`src/rtl/clk_divider_prog.sv`:
```
// Programmable integer clock divider (clk_in / N) with glitch-free ratio update at a period boundary.
// Define ODD_DUTY50_EN to add a falling-edge flop that gives exact 50% duty on odd ratios.
module clk_divider_prog #(
  parameter int CNT_W       = 8,
  parameter int DEFAULT_DIV = 2
) (
  input  logic             clk_in,
  input  logic             rst,
  input  logic             en,
  input  logic [CNT_W-1:0] div_val,
  input  logic             div_load,
  output logic             div_busy,
  output logic             clk_out,
  output logic             tick
);

  localparam logic [CNT_W-1:0] DEF_N = CNT_W'(DEFAULT_DIV);
  localparam logic [CNT_W-1:0] MIN_N = CNT_W'(2);
  localparam logic [CNT_W-1:0] ONE   = CNT_W'(1);

  logic [CNT_W-1:0] cnt;
  logic [CNT_W-1:0] act_n;
  logic [CNT_W-1:0] pend_n;
  logic [CNT_W-1:0] cnt_nxt;
  logic [CNT_W-1:0] half_n;
  logic [CNT_W-1:0] load_n;
  logic             busy;
  logic             pos_q;
  logic             tick_q;
  logic             wrap;

  always_comb begin
    half_n  = act_n >> 1;
    wrap    = (cnt == (act_n - ONE));
    cnt_nxt = wrap ? '0 : (cnt + ONE);
    load_n  = (div_val < MIN_N) ? MIN_N : div_val;
  end

  // The ratio only switches on a wrap, when cnt returns to 0, so the counter never
  // sees an out-of-range value and the output never produces a runt pulse.
  always_ff @(posedge clk_in or posedge rst) begin
    if (rst) begin
      cnt    <= '0;
      act_n  <= DEF_N;
      pend_n <= DEF_N;
      busy   <= 1'b0;
      pos_q  <= 1'b0;
      tick_q <= 1'b0;
    end else begin
      if (en) begin
        cnt   <= cnt_nxt;
        pos_q <= (cnt_nxt < half_n);
        if (wrap && busy) begin
          act_n <= pend_n;
        end
      end
      tick_q <= en && wrap;
      // A load on the applying edge keeps busy set for the newly captured value.
      if (div_load) begin
        pend_n <= load_n;
        busy   <= 1'b1;
      end else if (en && wrap) begin
        busy <= 1'b0;
      end
    end
  end

`ifdef ODD_DUTY50_EN
  logic neg_q;

  always_ff @(negedge clk_in or posedge rst) begin
    if (rst) begin
      neg_q <= 1'b0;
    end else begin
      neg_q <= pos_q;
    end
  end

  // Stretch the high phase by half a source cycle on odd ratios.
  assign clk_out = act_n[0] ? (pos_q | neg_q) : pos_q;
`else
  assign clk_out = pos_q;
`endif

  assign div_busy = busy;
  assign tick     = tick_q;

endmodule
```
`config.mk`:
```
export PLATFORM = sky130hd
export DESIGN_NAME = clk_divider_prog
export DESIGN_NICKNAME = d
export VERILOG_FILES = /design/src/rtl/clk_divider_prog.sv
export SDC_FILE = /design/constraint.sdc
export NUM_CORES = 1
export LEC_CHECK = 0
export ABC_AREA = 1
export CORE_MARGIN = 2
export CORE_UTILIZATION = 45
export CTS_CLUSTER_SIZE = 16
export DETAILED_ROUTE_END_ITERATION = 7
export SLEW_MARGIN = 25
export SYNTH_ARGS = -nofsm -noshare
export SYNTH_HDL_FRONTEND = slang
export SYNTH_SLANG_ARGS = --single-unit
```
`constraint.sdc`:
```
create_clock -name clk_in -period 3.45 [get_ports clk_in]
set_input_delay 0.345 -clock clk_in [delete_from_list [all_inputs] [get_ports clk_in]]
set_output_delay 0.345 -clock clk_in [all_outputs]
set_load 0.005 [all_outputs]
```
==> results of run 1 <==
[through the flow]
stage / setup slack (ns) / cell area, sq um / std cells / power (W) / hold slack, ns
after detailed placement: 0.933 / 1870 / 280 / 0.000710 / 0.476
after floorplan: 1.10 / 1690 / 221 / 0.000626 / 0.396
after global routing: 0.682 / 1920 / 284 / 0.000967 / 0.522
after CTS: 0.921 / 1920 / 284 / 0.000899 / 0.453
final: 0.944 / 1920 / 284 / 0.000884 / 0.434
after global placement: 0.999 / 1870 / 280 / 0.000707 / 0.469
[kinds of logic after synthesis]
kind of cell | synth area share (%)
AOI/OAI and AO/OA | 12.0
DFF | 40.1
xor gates and xnor gates | 2.59
and+or+nand+nor | 30.2
buffers and inverters | 9.31
adders and majority gates | 5.91
[worst max-delay path by stage]
stage                    startpoint  cells after the start  slack [ns]             endpoint
6_report       act_n[1]$_DFFE_PP1P_                     18        0.94  clk_out$_DFFE_PP0P_
5_1_grt        act_n[1]$_DFFE_PP1P_                     18        0.68  clk_out$_DFFE_PP0P_
4_1_cts        act_n[1]$_DFFE_PP1P_                     18        0.92  clk_out$_DFFE_PP0P_
3_5_place_dp   act_n[1]$_DFFE_PP1P_                     18        0.93  clk_out$_DFFE_PP0P_
3_3_place_gp   act_n[1]$_DFFE_PP1P_                     18         1.0  clk_out$_DFFE_PP0P_
2_1_floorplan  act_n[1]$_DFFE_PP1P_                     18        1.10  clk_out$_DFFE_PP0P_
[critical path, delay by kind of cell (launching register included)]
kind | cells | cell delay [ns]
and+or+nand+nor | 13 | 1.05
adders and majority gates | 2 | 0.58
DFF | 1 | 0.56
buffers and inverters | 3 | 0.23
[layout make-up]
type | instances | area (sq um) | share of cell area [%]
Clock buffer | 3 | 41.3 | 2.15
Multi-Input combinational cell | 154 | 857 | 44.6
Sequential cell | 27 | 678 | 35.3
Tap cell | 48 | 60.1 | 3.13
Inverter | 37 | 139 | 7.23
Timing Repair Buffer | 14 | 140 | 7.30
Clock inverter | 1 | 5.00 | 0.261
[sequential cells by signal, indices dropped and copies added (netlist names)]
signal and cells:
pend_n 8, cnt 8, act_n 8, tick 1, div_busy 1, clk_out 1
[per-layer routing]
metal	vias to the layer above	part of all wire (%)
met1	607	47
met5	-	0
met2	18	49
met4	0	0.96
met3	3	3.2
li1	722	-
[cell usage in the layout, fill, tap and decap left out, types with 2 or more instances in the layout]
cell	Yosys	final
nand3_1	8	8
xor2_1	2	2
a21oi_1	3	3
dfstp_2	2	2
nor3b_2	2	2
nor2_1	16	16
o21ai_2	8	8
clkbuf_8	0	3
nand3_2	2	2
o21ai_1	2	2
ha_1	8	8
inv_2	5	6
xnor2_1	3	3
inv_1	32	31
nor2_2	3	3
nand2_1	66	66
nand2_4	2	2
o21ai_0	17	17
clkdlybuf4s50_1	0	14
nand2_2	4	4
dfrtp_1	25	25
[power by group through the flow]
| stage | registers (W) | logic (W) | clock network [W] |
|---|---|---|---|
| after floorplan | 0.000391 | 0.000235 | 0 |
| after global placement | 0.000404 | 0.000303 | 0 |
| after detailed placement | 0.000405 | 0.000305 | 0 |
| after CTS | 0.000399 | 0.000308 | 0.000193 |
| after global routing | 0.000403 | 0.000362 | 0.000202 |
| final | 0.000399 | 0.000303 | 0.000182 |
==> metrics.txt, run 1 <==
Via Count=1350; status=complete, no violations; register area share after synthesis=40.1%; Synth top cells by count=nand2_1, inv_1, dfrtp_1; peak supply drop=0.223 mV; Seq pwr share=45.1%; CP required=3.63 ns; Root Buffer=clkbuf_8; relative slew slack=61.5%; Top FF cell, synth=dfrtp_1; number of cell rows=22; Slew @ Worst Pin=0.576 ns; Iter 0 DRT Violations=62; H-tree Lvls=1; Hold-fix buffers, CTS=0; met1 usage=20.9%; delay of the slowest critical-path stage=0.56 ns; Post-synth EDFFs=0; Ys Warns=0; max-slew violation count=0; setup TNS=0 ns; Initial Util=46.6%; dominant cell type by area after synthesis=dfrtp_1; gr ovfl total=0; deepest clock path buffer count=2; Final Hold Viols=0; initial antenna violation count=0; CTS Sinks=27; CP Max Fanout=6; CTS tree=yes; first-pass GRT wire length=5420 um; Synth cell types=29; Clock Power Share=20.6%; Mapped Cells=221; Synth Cell Area=0.00169 sq mm; NumNets Final=257; FF-to-FF Start=act_n[1]$_DFFE_PP1P_; Internal=0.000565 W; CP Launch Type=flop; Layout Area Growth over Synthesis=13.5%; Max Cap Viol=0; fmax=399 MHz; Reg clk slew, reported paths=0.09 ns; post-cts sizing count=0; Die ar.=0.00427 sq mm; CP dominant cell by count=nand2_1; Core Util, Final=52.9%; reg2reg path depth=18; Final period util=72.6%; # DRC=0; total nets after synthesis=241; register bit count reported by yosys=27; Critical Path End Type=flop; Mean Syn Cell Area=7.66 sq um; GR Util met3=3.08%; Post-DRT Antenna Nets=0; FFs w/ async S/R, synth=100%; post-route minimum period=2.51 ns; drt pass-1 iters=5; largest net degree at the start of global routing=28; Worst R2R Setup Slack=0.94 ns; Die H=65.3 um; Wirelength per Cell=11.1 um; Die Wd=65.3 um; Hold/Removal Path Class=primary input to asynchronous set/reset pin; setup violators final=0; CTS Buf Count=3; GRT Total Usage=16.5%; top cell type's share of synthesized area=37.0%; RSZ-0062 raised after global routing=no; top post-synthesis cells by area=dfrtp_1, nand2_1, inv_1; vias in the first global route=1251; count leader, synth=nand2_1; fillers=386; CP arrival=2.69 ns; layout cells sized above 1=15.3%; DRT Wirelength=3140 um; Comb power frac=34.3%; Psw=0.000318 W; ANT cells=0; Clock Latency Late Sink=0.28 ns; crit path max-delay cell type=dfstp_2; most used routing layer=met2; P per Cell Area=460 mW/mm^2; core area=0.00363 sq mm; met2 usage=29.1%; Setup Buffers After CTS=0; Post-Route Skew=0.00604 ns; Reg-to-Reg End=clk_out$_DFFE_PP0P_; Sw Share=36.0%; cells along the critical path=inv_1, ha_1, inv_1, nand2_1, nand2_1, nand2_1, nor2_1, nand3_1, nor2_2, nand2_4, inv_2, nor2_1, ha_1, nand2_1, nor3b_2, nand2_1, nand2_1, nand2_1; critical path type=flop to flop; Ports=15; leakage=0.987 nW; Post-DP HPWL=2460 um; vias per cell=4.75; RD Place Congestion=0.807; I/O Buffers=14
No activity file was read; power rests on OpenSTA's default activity.
==> run 2: changes to the inputs <==
--- a/config.mk
+++ b/config.mk
@@ -10,6 +10,7 @@
 export CORE_UTILIZATION = 45
 export CTS_CLUSTER_SIZE = 16
 export DETAILED_ROUTE_END_ITERATION = 7
+export PLACE_DENSITY = 0.67
 export SLEW_MARGIN = 25
 export SYNTH_ARGS = -nofsm -noshare
 export SYNTH_HDL_FRONTEND = slang
==> constraint.sdc (replaced) <==
create_clock -name clk_in -period 2.15 [get_ports clk_in]
set_input_delay 0.215 -clock clk_in [delete_from_list [all_inputs] [get_ports clk_in]]
set_output_delay 0.215 -clock clk_in [all_outputs]
set_load 0.005 [all_outputs]
==> run 2 against run 1 <==
  * The flow now finishes with violations (setup timing)
  * Combinational power increased by 89%
  * Worst hold slack got worse by 0.15 ns
  * Routed wire length increased by 8.2%
  * Cell count increased by 4.2%
  * Die area unchanged
  * Register-to-register slack got worse by 1.1 ns
  * Maximum frequency increased by 11%
  * Power increased by 70%
  * Cell area increased by 10%
  * First-iteration DRC count decreased by 8.1%
  * Setup slack got worse by 1.1 ns
  * Sequential cell count unchanged
  * Critical endpoint unchanged
  * Highest routed layer unchanged
==> metrics.txt, run 2 (same netlist as run 1, synthesis figures left out) <==
delay of the slowest critical-path stage=0.55 ns (about the same); vias in the first global route=1333 (+6.6%); first-pass GRT wire length=5820 um (+7.2%); CTS tree=yes; most common cell after layout, fill and taps aside=nand2_1; Hold-fix buffers, CTS=0 (unchanged); RD Place Congestion=0.889 (+10%); CP Launch Type=flop; Die Wd=65.3 um (unchanged); drt pass-1 iters=4 (-1); commonest non-fill, non-tap cells in the layout=nand2_1, inv_1, dfrtp_1, o21ai_0, clkdlybuf4s50_1; core area=0.00363 sq mm (unchanged); Slew @ Worst Pin=0.461 ns (-0.115 ns); CP dominant cell by count=nand2_1; number of cell rows=22 (unchanged); gr ovfl total=0 (unchanged); initial antenna violation count=0 (unchanged); Sw Share=35.2% (-0.87 points); Iter 0 DRT Violations=57 (-8.1%); relative slew slack=69.2% (+7.6 points); layout cells sized above 1=25.0% (+9.7 points); setup violators final=1 (+1); fmax=442 MHz (+11%); Comb power frac=38.0% (+3.7 points); Ports=15 (unchanged); ANT cells=0 (unchanged); Post-DRT Antenna Nets=0 (unchanged); Seq pwr share=42.2% (-2.9 points); Layout Area Growth over Synthesis=25.4%; hold_ws=0.283 ns (-0.152 ns); status=finished, violations left; Root Buffer=clkbuf_8; Clock Power Share=19.7% (-0.9 points); peak supply drop=0.355 mV (+59%); Critical Path End Type=flop; Final period util=105% (+33 points); critical path type=flop to flop; RSZ-0062 raised after global routing=yes; vias per cell=4.82 (+1.4%); Largest regs=act_n x8, cnt x8, pend_n x8; cells along the critical path=inv_2, ha_4, inv_2, nand2_1, nand2_1, nand2_1, nor2_1, nand3_1, nor2_2, nand2_4, inv_6, nor2_4, ha_4, nand2_2, nor3b_2, nand2_1, nand2_1, nand2_1; P per Cell Area=710 mW/mm^2 (+54%); Die H=65.3 um (unchanged); leakage=1.05 nW (+6.7%); Die ar.=0.00427 sq mm (unchanged); reg2reg path depth=18 (unchanged); Max Cap Viol=0 (unchanged); CP arrival=2.44 ns (-0.25 ns); Reg clk slew, reported paths=0.10 ns (about the same); # DRC=0 (unchanged); H-tree Lvls=1 (unchanged); Hold/Removal Path Class=primary input to asynchronous set/reset pin; Post-DP HPWL=2580 um (+4.7%); Via Count=1427 (+5.7%); I/O Buffers=14 (unchanged); Core Util, Final=58.4% (+5.5 points); Internal=0.000977 W (+73%); Clock Latency Late Sink=0.28 ns (about the same); Initial Util=46.6% (unchanged); CP required=2.33 ns (-1.30 ns); DRT Wirelength=3400 um (+8.2%); post-route minimum period=2.26 ns (-0.242 ns); deepest clock path buffer count=2 (unchanged); failing checks=setup timing; CTS Sinks=27 (unchanged); setup ws final=-0.114 ns (-1.06 ns); Post-Route Skew=0.00411 ns (-0.00193 ns); NumNets Final=269 (+4.7%); max-slew violation count=0 (unchanged); crit path max-delay cell type=dfstp_2; CTS Buf Count=3 (unchanged); GRT Total Usage=17.7% (+1.2 points); Final Hold Viols=0 (unchanged); setup TNS=-0.114 ns (-0.114 ns); Psw=0.000530 W (+66%); Wirelength per Cell=11.5 um (+3.8%); largest net degree at the start of global routing=28 (unchanged); CP Max Fanout=6 (unchanged)
run 2: worst paths after layout:
check | startpoint | endpoint | slack [ns]
min in group clk_in | clk_out$_DFFE_PP0P_ | clk_out$_DFFE_PP0P_ | 0.50
hold reg to reg | clk_out$_DFFE_PP0P_ | clk_out$_DFFE_PP0P_ | 0.50
setup / recovery | act_n[1]$_DFFE_PP1P_ | clk_out$_DFFE_PP0P_ | -0.11
setup reg to reg | act_n[1]$_DFFE_PP1P_ | clk_out$_DFFE_PP0P_ | -0.11
max in group asynchronous | rst | act_n[1]$_DFFE_PP1P_ | 1.56
hold / removal | rst | div_busy$_DFFE_PP0P_ | 0.28
run 2: per-stage QoR:
stage | instances | power (W) | worst slack [ns] | instance area [sq um]
3_3_place_gp | 290 | 0.00121 | -0.0713 | 1990
6_report | 296 | 0.00151 | -0.114 | 2120
3_5_place_dp | 290 | 0.00121 | -0.107 | 1990
4_1_cts | 294 | 0.00152 | -0.128 | 2040
2_1_floorplan | 221 | 0.00103 | -0.0712 | 1740
5_1_grt | 296 | 0.00164 | -0.298 | 2120
run 2: final cells by class:
class	instances	area [sq um]
Timing Repair Buffer	25	223
Multi-Input combinational cell	155	972
Sequential cell	27	678
Tap cell	48	60.1
Inverter	37	144
Fill cell	369	1510
Clock buffer	4	45.0
run 2: layer usage:
metal  share of wire (%)  track usage, %  wire (um)  up-vias
met4                 2.0            6.25         68        0
met3                 3.2            2.91        108        8
met1                  47            23.2       1580      652
li1                    -               -          -      742
met5                   0               0          0        -
met2                  48            29.6       1640       25
run 2: timing repair:
action / CTS / global route
setup endpoints to repair: 1 / 9
setup buffers: 0 / 1
gates cloned: 0 / 1
pin swaps: 0 / 2
gates resized for setup: 1 / 15
run 2: critical path: cells and delay by family (launching register included):
family | cells | cell delay, ns
adders and majority gates | 2 | 0.51
buffers and inverters | 3 | 0.17
DFF | 1 | 0.55
and+or+nand+nor | 13 | 0.93
run 2: power groups by stage:
stage	logic, W	registers, W	clock network (W)
CTS	0.000575	0.000637	0.000306
global placement	0.000562	0.000645	0
finish	0.000573	0.000636	0.000297
detailed placement	0.000568	0.000647	0
global route	0.000675	0.000644	0.000318
floorplan	0.000399	0.000628	0
